## src/rtl/bomb_keypad_decoder.sv

```systemverilog
// Keypad scanner, debouncer and defuse-code FSM for the bomb game.
// Optional WRONG_PENALTY_EN adds a `penalty` pulse on each non-fatal wrong '#'.
module bomb_keypad_decoder #(
    parameter int          SCAN_DIV  = 1000,
    parameter int          DEBOUNCE  = 4,
    parameter logic [15:0] CODE      = 16'h2580,
    parameter int          MAX_TRIES = 3
) (
    input  logic        clk,
    input  logic        rst,
    input  logic        armed,
    input  logic        expired,
    input  logic [3:0]  col,
    output logic [3:0]  row,
    output logic        key_valid,
    output logic [3:0]  key_code,
    output logic [15:0] entry,
    output logic [2:0]  entry_cnt,
    output logic [2:0]  tries,
    output logic        success,
    output logic        boom
`ifdef WRONG_PENALTY_EN
    ,
    output logic        penalty
`endif
);

    localparam int SW = $clog2(SCAN_DIV);
    localparam int DW = $clog2(DEBOUNCE + 1);

    localparam logic [1:0] IDLE      = 2'd0;
    localparam logic [1:0] ENTRY     = 2'd1;
    localparam logic [1:0] DEFUSED   = 2'd2;
    localparam logic [1:0] DETONATED = 2'd3;

    logic [SW-1:0] slot;
    logic [1:0]    ridx;
    logic [3:0]    col_s1, col_s2;
    logic          sample, pass_end;

    logic          hit;
    logic [1:0]    hit_col;
    logic [3:0]    hit_code;
    logic [1:0]    acc_rows;
    logic [3:0]    acc_code;
    logic          p_valid;
    logic [3:0]    p_code;

    logic [3:0]    cand;
    logic [DW-1:0] cand_cnt, none_cnt, nxt_cnt;
    logic          held;

    logic [1:0]    state;

    assign sample   = (slot == SW'(SCAN_DIV - 1));
    assign pass_end = sample && (ridx == 2'd3);
    assign row      = ~(4'b0001 << ridx);
    assign success  = (state == DEFUSED);
    assign boom     = (state == DETONATED);

    always_comb begin
        hit     = 1'b1;
        hit_col = 2'd0;
        case (col_s2)
            4'b1110: hit_col = 2'd0;
            4'b1101: hit_col = 2'd1;
            4'b1011: hit_col = 2'd2;
            4'b0111: hit_col = 2'd3;
            default: hit = 1'b0;
        endcase
        case ({ridx, hit_col})
            4'h0: hit_code = 4'd1;   4'h1: hit_code = 4'd2;
            4'h2: hit_code = 4'd3;   4'h3: hit_code = 4'd10;
            4'h4: hit_code = 4'd4;   4'h5: hit_code = 4'd5;
            4'h6: hit_code = 4'd6;   4'h7: hit_code = 4'd11;
            4'h8: hit_code = 4'd7;   4'h9: hit_code = 4'd8;
            4'hA: hit_code = 4'd9;   4'hB: hit_code = 4'd12;
            4'hC: hit_code = 4'd14;  4'hD: hit_code = 4'd0;
            4'hE: hit_code = 4'd15;  default: hit_code = 4'd13;
        endcase
        // Pass is valid only if exactly one row in the whole pass produced a hit
        p_valid = (acc_rows == 2'd0 && hit) || (acc_rows == 2'd1 && !hit);
        p_code  = hit ? hit_code : acc_code;
        nxt_cnt = (cand_cnt != '0 && p_code == cand) ? cand_cnt + DW'(1) : DW'(1);
    end

    always_ff @(posedge clk or negedge rst) begin
        if (!rst) begin
            col_s1   <= '1;
            col_s2   <= '1;
            slot     <= '0;
            ridx     <= '0;
            acc_rows <= '0;
            acc_code <= '0;
        end else begin
            col_s1 <= col;
            col_s2 <= col_s1;
            if (sample) begin
                slot <= '0;
                ridx <= ridx + 2'd1;
                if (pass_end) begin
                    acc_rows <= '0;
                end else if (hit) begin
                    if (acc_rows == 2'd0) acc_code <= hit_code;
                    if (acc_rows != 2'd2) acc_rows <= acc_rows + 2'd1;
                end
            end else begin
                slot <= slot + SW'(1);
            end
        end
    end

    always_ff @(posedge clk or negedge rst) begin
        if (!rst) begin
            key_valid <= 1'b0;
            key_code  <= '0;
            cand      <= '0;
            cand_cnt  <= '0;
            none_cnt  <= '0;
            held      <= 1'b0;
        end else begin
            key_valid <= 1'b0;
            if (pass_end) begin
                if (held) begin
                    // A registered key must be seen absent before another press counts
                    if (p_valid) begin
                        none_cnt <= '0;
                    end else if (none_cnt == DW'(DEBOUNCE - 1)) begin
                        held     <= 1'b0;
                        none_cnt <= '0;
                    end else begin
                        none_cnt <= none_cnt + DW'(1);
                    end
                end else if (p_valid) begin
                    if (nxt_cnt == DW'(DEBOUNCE)) begin
                        key_valid <= 1'b1;
                        key_code  <= p_code;
                        held      <= 1'b1;
                        cand_cnt  <= '0;
                    end else begin
                        cand     <= p_code;
                        cand_cnt <= nxt_cnt;
                    end
                end else begin
                    cand_cnt <= '0;
                end
            end
        end
    end

    always_ff @(posedge clk or negedge rst) begin
        if (!rst) begin
            state     <= IDLE;
            entry     <= '0;
            entry_cnt <= '0;
            tries     <= '0;
`ifdef WRONG_PENALTY_EN
            penalty   <= 1'b0;
`endif
        end else begin
`ifdef WRONG_PENALTY_EN
            penalty <= 1'b0;
`endif
            case (state)
                IDLE: begin
                    entry     <= '0;
                    entry_cnt <= '0;
                    if (armed) state <= ENTRY;
                end
                ENTRY: begin
                    if (expired) begin
                        state <= DETONATED;
                    end else if (!armed) begin
                        state     <= IDLE;
                        entry     <= '0;
                        entry_cnt <= '0;
                    end else if (key_valid) begin
                        if (key_code <= 4'd9) begin
                            if (entry_cnt < 3'd4) begin
                                entry     <= {entry[11:0], key_code};
                                entry_cnt <= entry_cnt + 3'd1;
                            end
                        end else if (key_code == 4'd14) begin
                            entry     <= '0;
                            entry_cnt <= '0;
                        end else if (key_code == 4'd15) begin
                            if (entry_cnt == 3'd4 && entry == CODE) begin
                                state <= DEFUSED;
                            end else begin
                                tries     <= tries + 3'd1;
                                entry     <= '0;
                                entry_cnt <= '0;
                                if (tries + 3'd1 == 3'(MAX_TRIES)) begin
                                    state <= DETONATED;
                                end else begin
`ifdef WRONG_PENALTY_EN
                                    penalty <= 1'b1;
`endif
                                end
                            end
                        end
                    end
                end
                default: state <= state;
            endcase
        end
    end

endmodule

```

## config.mk

```make
export PLATFORM = sky130hd
export DESIGN_NAME = bomb_keypad_decoder
export DESIGN_NICKNAME = d
export VERILOG_FILES = /design/src/rtl/bomb_keypad_decoder.sv
export SDC_FILE = /design/constraint.sdc
export NUM_CORES = 1
export LEC_CHECK = 0
export ABC_AREA = 1
export ABC_CLOCK_PERIOD_IN_PS = 2730
export BUFFER_PORTS_ARGS = -buffer_cell sky130_fd_sc_hd__buf_4
export CAP_MARGIN = 20
export CORE_ASPECT_RATIO = 0.6
export CORE_MARGIN = 5
export CORE_UTILIZATION = 58
export CTS_CLUSTER_SIZE = 30
export DETAILED_ROUTE_END_ITERATION = 10
export PLACE_DENSITY = 0.86
export SLEW_MARGIN = 10
export SYNTH_ARGS = -nofsm -noshare
export SYNTH_HDL_FRONTEND = slang
export SYNTH_SLANG_ARGS = --single-unit
```

## constraint.sdc

```tcl
create_clock -name clk -period 2.73 [get_ports clk]
set_input_delay 0.273 -clock clk [delete_from_list [all_inputs] [get_ports clk]]
set_output_delay 0.273 -clock clk [all_outputs]
set_load 0.01 [all_outputs]
```

==> flow_metrics.env, run 1 <==
export IMPL_critical_path_cell_chain="nand2_1 > inv_1 > nand3_2 > nand2_2 > inv_1 > nand2_1 > nand3_1 > nand2_1 > nand2_1 > nor2_2 > nand3_4 > nor2_8 > nand3_2 > nand2_1 > nand2_1"
export IMPL_r2r_start="col_s2[0]$_DFF_PN1_"
export IMPL_initial_core_util_pct=60.58
export IMPL_p_total_mw=1.872
export IMPL_n_antenna_cell=0
export IMPL_synth_area_mux_share_pct=0.3291
export IMPL_grt_antenna_before_repair=0
export IMPL_setup_viol=0
export IMPL_grt_pass1_wl_mm=13.25
export IMPL_worstSetupPathType="reg -> reg"
export IMPL_grt_max_degree=67
export IMPL_fin_nets=485
export IMPL_cp_data_required_time_ns=2.96
export IMPL_maxCapViolations=0
export IMPL_p_leak_nw=2.110
export IMPL_path_max_fanout=13
export IMPL_io_pin_count=41
export IMPL_clkPwrFrac_pct=42.9
export IMPL_worst_path_buf_inv=2
export IMPL_cpMaxStageDelayCell="dfstp_2"
export IMPL_insertion_delay_ns=0.34
export IMPL_max_freq_ghz=0.4055
export IMPL_dr_first_iter_drc_count=203
export IMPL_grtUsageMet1_pct=32.31
export IMPL_vias=2941
export IMPL_grt_pass1_vias=2736
export IMPL_crit_end="key_code[2]$_DFFE_PN0P_"
export IMPL_arrival_ns=2.70
export IMPL_final_max_slew_viol_count=0
export IMPL_p_sw_mw=0.4436
export IMPL_powerDensity_mw_per_mm2=468.8
export IMPL_dpl_hpwl_mm=5.764
export IMPL_h_tree_depth=3
export IMPL_min_period_over_period_pct=90.33
export IMPL_portBuffers=40
export IMPL_grt_overflow=0
export IMPL_clk_pin_slew_worst_paths_ns=0.08
export IMPL_fillCellCount=431
export IMPL_die_area_mm2=0.007587
export IMPL_die_w_um=109.2
export IMPL_seqPwrFrac_pct=53.1
export IMPL_cts_max_path_buffers=2
export IMPL_clockRootBuffer="clkbuf_8"
export IMPL_grt_busiest_layer="met1"
export IMPL_cp_top_family="simple AND/OR/NAND/NOR gates"
export IMPL_skew_ns=0.01082
export IMPL_syn_nets=438
export IMPL_synth_seq_cells=66
export IMPL_cp_depth=15
export IMPL_synth_simple_area_share_pct=30.27
export IMPL_drt_wl_total_mm=7.767
export IMPL_numCtsBuffers=9
export IMPL_rsz0062_at_grt="no"
export IMPL_wl_per_cell_um=14.20
export IMPL_via_per_inst=5.377
export IMPL_post_cts_buffers=0
export IMPL_fin_crit_ns=2.466
export IMPL_synth_compound_area_share_pct=6.508
export IMPL_worstSetupStartpoint="col_s2[0]$_DFF_PN1_"
export IMPL_yosysSeqAreaShare_pct=48.56
export IMPL_netlist_area_mm2=0.003422
export IMPL_syn_to_final_growth_pct=16.67
export IMPL_p_int_mw=1.428
export IMPL_hold_violations=0
export IMPL_die_h_um=69.50
export IMPL_synth_cell_type_count=37
export IMPL_yosysWarnings=0
export IMPL_worst_pin_slew_ns=0.8155
export IMPL_ant_nets=0
export IMPL_slew_headroom_pct=45.64
export IMPL_peakVddDrop_mv=0.4560
export IMPL_fin_setup_tns_ns=0
export IMPL_synth_avg_cell_area_um2=8.246
export IMPL_drive_above_1_share_pct=17.77
export IMPL_critPathMostFrequentCell="nand2_1"
export IMPL_status="finished, final reports clean"
export IMPL_synthXorXnorAreaFrac_pct=1.792
export IMPL_r2r_end="key_code[2]$_DFFE_PN0P_"
export IMPL_syn_instance_count=415
export IMPL_synth_fa_ha_area_share_pct=5.484
export IMPL_combPwrFrac_pct=4.0
export IMPL_coreArea_mm2=0.005649
export IMPL_cts_sinks=66
export IMPL_ctsResizeCount=0
export IMPL_gr_usage_met3_pct=5.860
export IMPL_synth_top_family_by_area="simple AND/OR/NAND/NOR gates"
export IMPL_rr_worst_depth=15
export IMPL_cts_hold_buffers_added=0
export IMPL_critPathMaxStageDelay_ns=0.57
export IMPL_p_sw_share_pct=23.70
export IMPL_gp_congestion=0.8796
export IMPL_grt_use_met2_pct=30.82
export IMPL_end_kind="flop"
export IMPL_track_usage_pct=21.83
export IMPL_start_kind="flop"
export IMPL_dr_pass1_iters=6
export IMPL_cts_tree="done"
export IMPL_rows=21
export IMPL_regToRegSetupSlack_ns=0.26
export IMPL_drc=0
export IMPL_holdCritPathClass="in -> async"
power groups by stage:
stage / Sequential, mW / Clock, mW / Combinational [mW]
6_report: 0.994 / 0.803 / 0.0750
5_1_grt: 0.994 / 0.866 / 0.0852
4_1_cts: 0.994 / 0.814 / 0.0749
3_5_place_dp: 1.01 / 0 / 0.0736
3_3_place_gp: 1.01 / 0 / 0.0703
2_1_floorplan: 1.01 / 0 / 0.0391
layout make-up:
class                      count  area (um2)  share of cell area (%)
sequential                    66        1662                   41.62
multi-input combinational    288        1519                   38.04
timing repair buffer          41       307.8                   7.709
inverter                      56       210.2                   5.265
clock buffer                   9       123.9                   3.102
tap                           80       100.1                   2.507
clock inverter                 7       70.07                   1.755
Yosys cell counts, drive strengths merged:
master / n / share of area, %
nand2: 129 / 15
dfrtp: 58 / 42
inv: 56 / 6.1
nand3: 36 / 5.9
nor2: 26 / 3.7
o21ai: 24 / 3.5
ha: 15 / 5.5
nand4: 15 / 2.9
a21oi: 10 / 1.5
dfstp: 8 / 6.1
nor3: 8 / 1.2
xor2: 6 / 1.5
buf: 5 / 0.91
or2: 5 / 0.91
nor4: 3 / 0.55
nand3b: 2 / 0.44
o22ai: 2 / 0.37
a21boi: 1 / 0.22
a21o: 1 / 0.22
a221oi: 1 / 0.26
mux2: 1 / 0.33
o211ai: 1 / 0.22
o221ai: 1 / 0.26
xnor2: 1 / 0.26
registers in the layout, summed over array words and instances, names as in the netlist:
| register | count |
|---|---|
| entry | 16 |
| slot | 10 |
| acc_code | 4 |
| cand | 4 |
| col_s1 | 4 |
| col_s2 | 4 |
| key_code | 4 |
| cand_cnt | 3 |
| entry_cnt | 3 |
| none_cnt | 3 |
| tries | 3 |
| acc_rows | 2 |
| ridx | 2 |
| state | 2 |
| held | 1 |
| key_valid | 1 |
metrics by stage:
step	instance area, um2	hold WS, ns	instances	util [%]	setup WS (ns)
finish	3993	0.02599	547	70.68	0.2640
global route	3993	0.01916	547	70.68	0.04691
CTS	3993	0.02267	547	70.68	0.2921
detailed placement	3799	0.3473	531	67.24	0.3583
global placement	3799	0.3474	531	67.24	0.5375
floorplan	3422	-0.02259	415	-	0.7128
cells by family after synthesis:
logic type | Yosys count
AOI/OAI and AO/OA | 41
xor gates and xnor gates | 7
adders and majority gates | 15
buffers and inverters | 61
DFF | 66
muxes | 1
and+or+nand+nor | 224
worst min-delay path by stage:
stage | startpoint | end | slack [ns] | cells past startpoint
2_1_floorplan | rst | acc_code[0]$_DFFE_PN0P_ | -0.02 | 0
3_3_place_gp | col_s1[0]$_DFF_PN1_ | col_s2[0]$_DFF_PN1_ | 0.35 | 0
3_5_place_dp | col_s1[0]$_DFF_PN1_ | col_s2[0]$_DFF_PN1_ | 0.35 | 0
4_1_cts | col[1] | col_s1[1]$_DFF_PN1_ | 0.02 | 1
5_1_grt | col[1] | col_s1[1]$_DFF_PN1_ | 0.02 | 1
6_report | rst | slot[4]$_DFF_PN0_ | 0.03 | 1
routing by layer:
layer	share of wire (%)	up-vias
li1	-	1431
met3	7.6	21
met4	1.8	0
met2	44	134
met5	0	-
met1	47	1355
cell usage in the layout, fill, tap and decap left out, types with 2 or more instances in the layout:
cell type  count
nand2_1      124
dfrtp_1       58
inv_1         54
buf_4         41
nand3_1       33
nor2_1        22
o21ai_0       20
ha_1          15
nand4_1       14
a21oi_1       10
clkbuf_8       9
nor3_1         8
dfstp_2        8
xor2_1         6
nand2_2        4
o21ai_1        4
nor4_1         3
clkinv_2       3
or2_2          2
nand3_2        2
or2_1          2
nand3b_1       2
nor2_2         2
inv_2          2
o22ai_1        2
clkinv_4       2
(Power assumes the default switching activity.)
==> inputs of run 2 (changes only) <==
- BUFFER_PORTS_ARGS: -buffer_cell sky130_fd_sc_hd__buf_4 -> unset
- CORE_UTILIZATION: 58 -> 60
- DONT_BUFFER_PORTS: unset -> 1
- PLACE_DENSITY: 0.86 -> 0.82
==> flow_metrics.env, run 2 (synthesis gave the netlist of run 1 again) <==
export IMPL_insertion_delay_ns=0.35
export IMPL_top_register="entry"
export IMPL_cts_max_path_buffers=2
export IMPL_reg_largest_list="entry: 16 flops, slot: 10 flops"
export IMPL_dr_first_iter_drc_count=137
export IMPL_hp_start="armed"
export IMPL_drive_above_1_share_pct=10.37
export IMPL_rsz0062_at_grt="no"
export IMPL_drc=0
export IMPL_via_per_inst=5.263
export IMPL_max_freq_ghz=0.4203
export IMPL_cp_data_required_time_ns=2.97
export IMPL_peakVddDrop_mv=0.3133
export IMPL_fin_nets=452
export IMPL_seqPwrFrac_pct=50.8
export IMPL_cts_tree="done"
export IMPL_die_h_um=68.50
export IMPL_syn_to_final_growth_pct=11.26
export IMPL_worst_pin_slew_ns=0.8067
export IMPL_place_ws_ns=0.3629
export IMPL_grt_max_degree=67
export IMPL_ctsResizeCount=0
export IMPL_status="finished, final reports clean"
export IMPL_p_leak_nw=1.949
export IMPL_worst_hold_slack_ns=0.1405
export IMPL_dpl_hpwl_mm=5.132
export IMPL_coreArea_mm2=0.005544
export IMPL_die_w_um=107.5
export IMPL_rows=21
export IMPL_powerDensity_mw_per_mm2=513.4
export IMPL_io_pin_count=41
export IMPL_regToRegSetupSlack_ns=0.35
export IMPL_combPwrFrac_pct=3.7
export IMPL_largest_register_ffs=16
export IMPL_grt_overflow=0
export IMPL_finalWorstSetupSlack_ns=0.3509
export IMPL_grt_pass1_wl_mm=11.85
export IMPL_skew_ns=0.01069
export IMPL_worstSetupPathType="reg -> reg"
export IMPL_r2r_start="col_s2[0]$_DFF_PN1_"
export IMPL_die_area_mm2=0.007363
export IMPL_holdPathEnd="entry[2]$_DFFE_PN0P_"
export IMPL_track_usage_pct=21.27
export IMPL_portBuffers=0
export IMPL_clockRootBuffer="clkbuf_8"
export IMPL_gp_congestion=0.8673
export IMPL_min_period_over_period_pct=87.15
export IMPL_path_max_fanout=13
export IMPL_r2r_end="key_code[2]$_DFFE_PN0P_"
export IMPL_arrival_ns=2.62
export IMPL_ant_nets=0
export IMPL_rr_worst_depth=15
export IMPL_fin_crit_ns=2.379
export IMPL_drt_wl_total_mm=7.061
export IMPL_grt_antenna_before_repair=0
export IMPL_p_sw_share_pct=21.58
export IMPL_post_cts_buffers=0
export IMPL_hold_violations=0
export IMPL_cts_hold_buffers_added=6
export IMPL_final_cell_mix="nand2_1 (124), dfrtp_1 (58), inv_1 (54)"
export IMPL_n_antenna_cell=0
export IMPL_h_tree_depth=3
export IMPL_end_kind="flop"
export IMPL_numCtsBuffers=9
export IMPL_wl_per_cell_um=13.74
export IMPL_maxCapViolations=0
export IMPL_final_common_cell="nand2_1"
export IMPL_fin_setup_tns_ns=0
export IMPL_final_max_slew_viol_count=0
export IMPL_slew_headroom_pct=46.04
export IMPL_grt_pass1_vias=2535
export IMPL_p_sw_mw=0.4218
export IMPL_clk_pin_slew_worst_paths_ns=0.07
export IMPL_dr_pass1_iters=5
export IMPL_cts_sinks=66
export IMPL_holdCritPathClass="in -> reg"
export IMPL_holdPathStages=2
export IMPL_start_kind="flop"
export IMPL_clkPwrFrac_pct=45.5
export IMPL_vias=2705
export IMPL_utilization_pct=68.68
export IMPL_p_int_mw=1.533
export IMPL_initial_core_util_pct=61.72
export IMPL_setup_viol=0
## run 2: changes by cell type in the layout (fill, tap and decap cells not counted)
cell | before | now
clkinvlp_4 | 1 | 2
clkinv_2 | 3 | 0
buf_4 | 41 | 2
clkinv_4 | 2 | 0
clkbuf_8 | 9 | 13
dlygate4sd3_1 | 0 | 5
buf_16 | 0 | 1
## run 2: metal layers
layer	wire, um	vias to the layer above	track usage (%)
met5	0	-	0
met4	63	0	8.819
met3	479	5	7.628
met2	3059	63	30.50
met1	3458	1265	29.49
li1	-	1372	-
## run 2: stage by stage
stage / cells / instance area, um2 / total power [mW]
finish: 514 / 3807 / 1.955
global route: 514 / 3807 / 2.035
CTS: 514 / 3807 / 1.975
detailed placement: 492 / 3506 / 1.055
global placement: 492 / 3506 / 1.053
floorplan: 415 / 3422 / 1.050
## run 2: how the worst max path moves through the flow
stage / from / end / cells past startpoint
after global placement: col_s2[0]$_DFF_PN1_ / key_code[2]$_DFFE_PN0P_ / 15
after global routing: col_s2[0]$_DFF_PN1_ / key_code[3]$_DFFE_PN0P_ / 15
after floorplan: col_s2[2]$_DFF_PN1_ / key_code[0]$_DFFE_PN0P_ / 13
after CTS: col_s2[0]$_DFF_PN1_ / key_code[2]$_DFFE_PN0P_ / 15
final: col_s2[0]$_DFF_PN1_ / key_code[2]$_DFFE_PN0P_ / 15
after detailed placement: col_s2[0]$_DFF_PN1_ / key_code[2]$_DFFE_PN0P_ / 15
## run 2: area by class of cell
class | instances | area (um2)
Multi-Input combinational cell | 288 | 1519
Sequential cell | 66 | 1662
Clock buffer | 13 | 178.9
Inverter | 56 | 210.2
Clock inverter | 3 | 45.04
Timing Repair Buffer | 8 | 92.59
Fill cell | 409 | 1737
Tap cell | 80 | 100.1
## run 2: critical path, cell delays in order (launching register included)
cell and delay (ns):
dfstp_2 0.56, nand2_1 0.07, inv_1 0.11, nand3_2 0.12, nand2_2 0.20, inv_1 0.12
nand2_1 0.09, nand2_1 0.09, nand2_1 0.07, nand2_1 0.05, nor2_2 0.17, nand3_4 0.12
nor2_8 0.17, nand3_2 0.14, nand2_1 0.12, nand2_1 0.06
## run 2: power groups by stage
stage               sequential, mW  combinational, mW  clock [mW]
floorplan                     1.01             0.0391           0
global placement              1.01             0.0417           0
detailed placement            1.01             0.0435           0
CTS                          0.993             0.0740       0.908
global route                 0.994             0.0842       0.956
finish                       0.993             0.0727       0.889
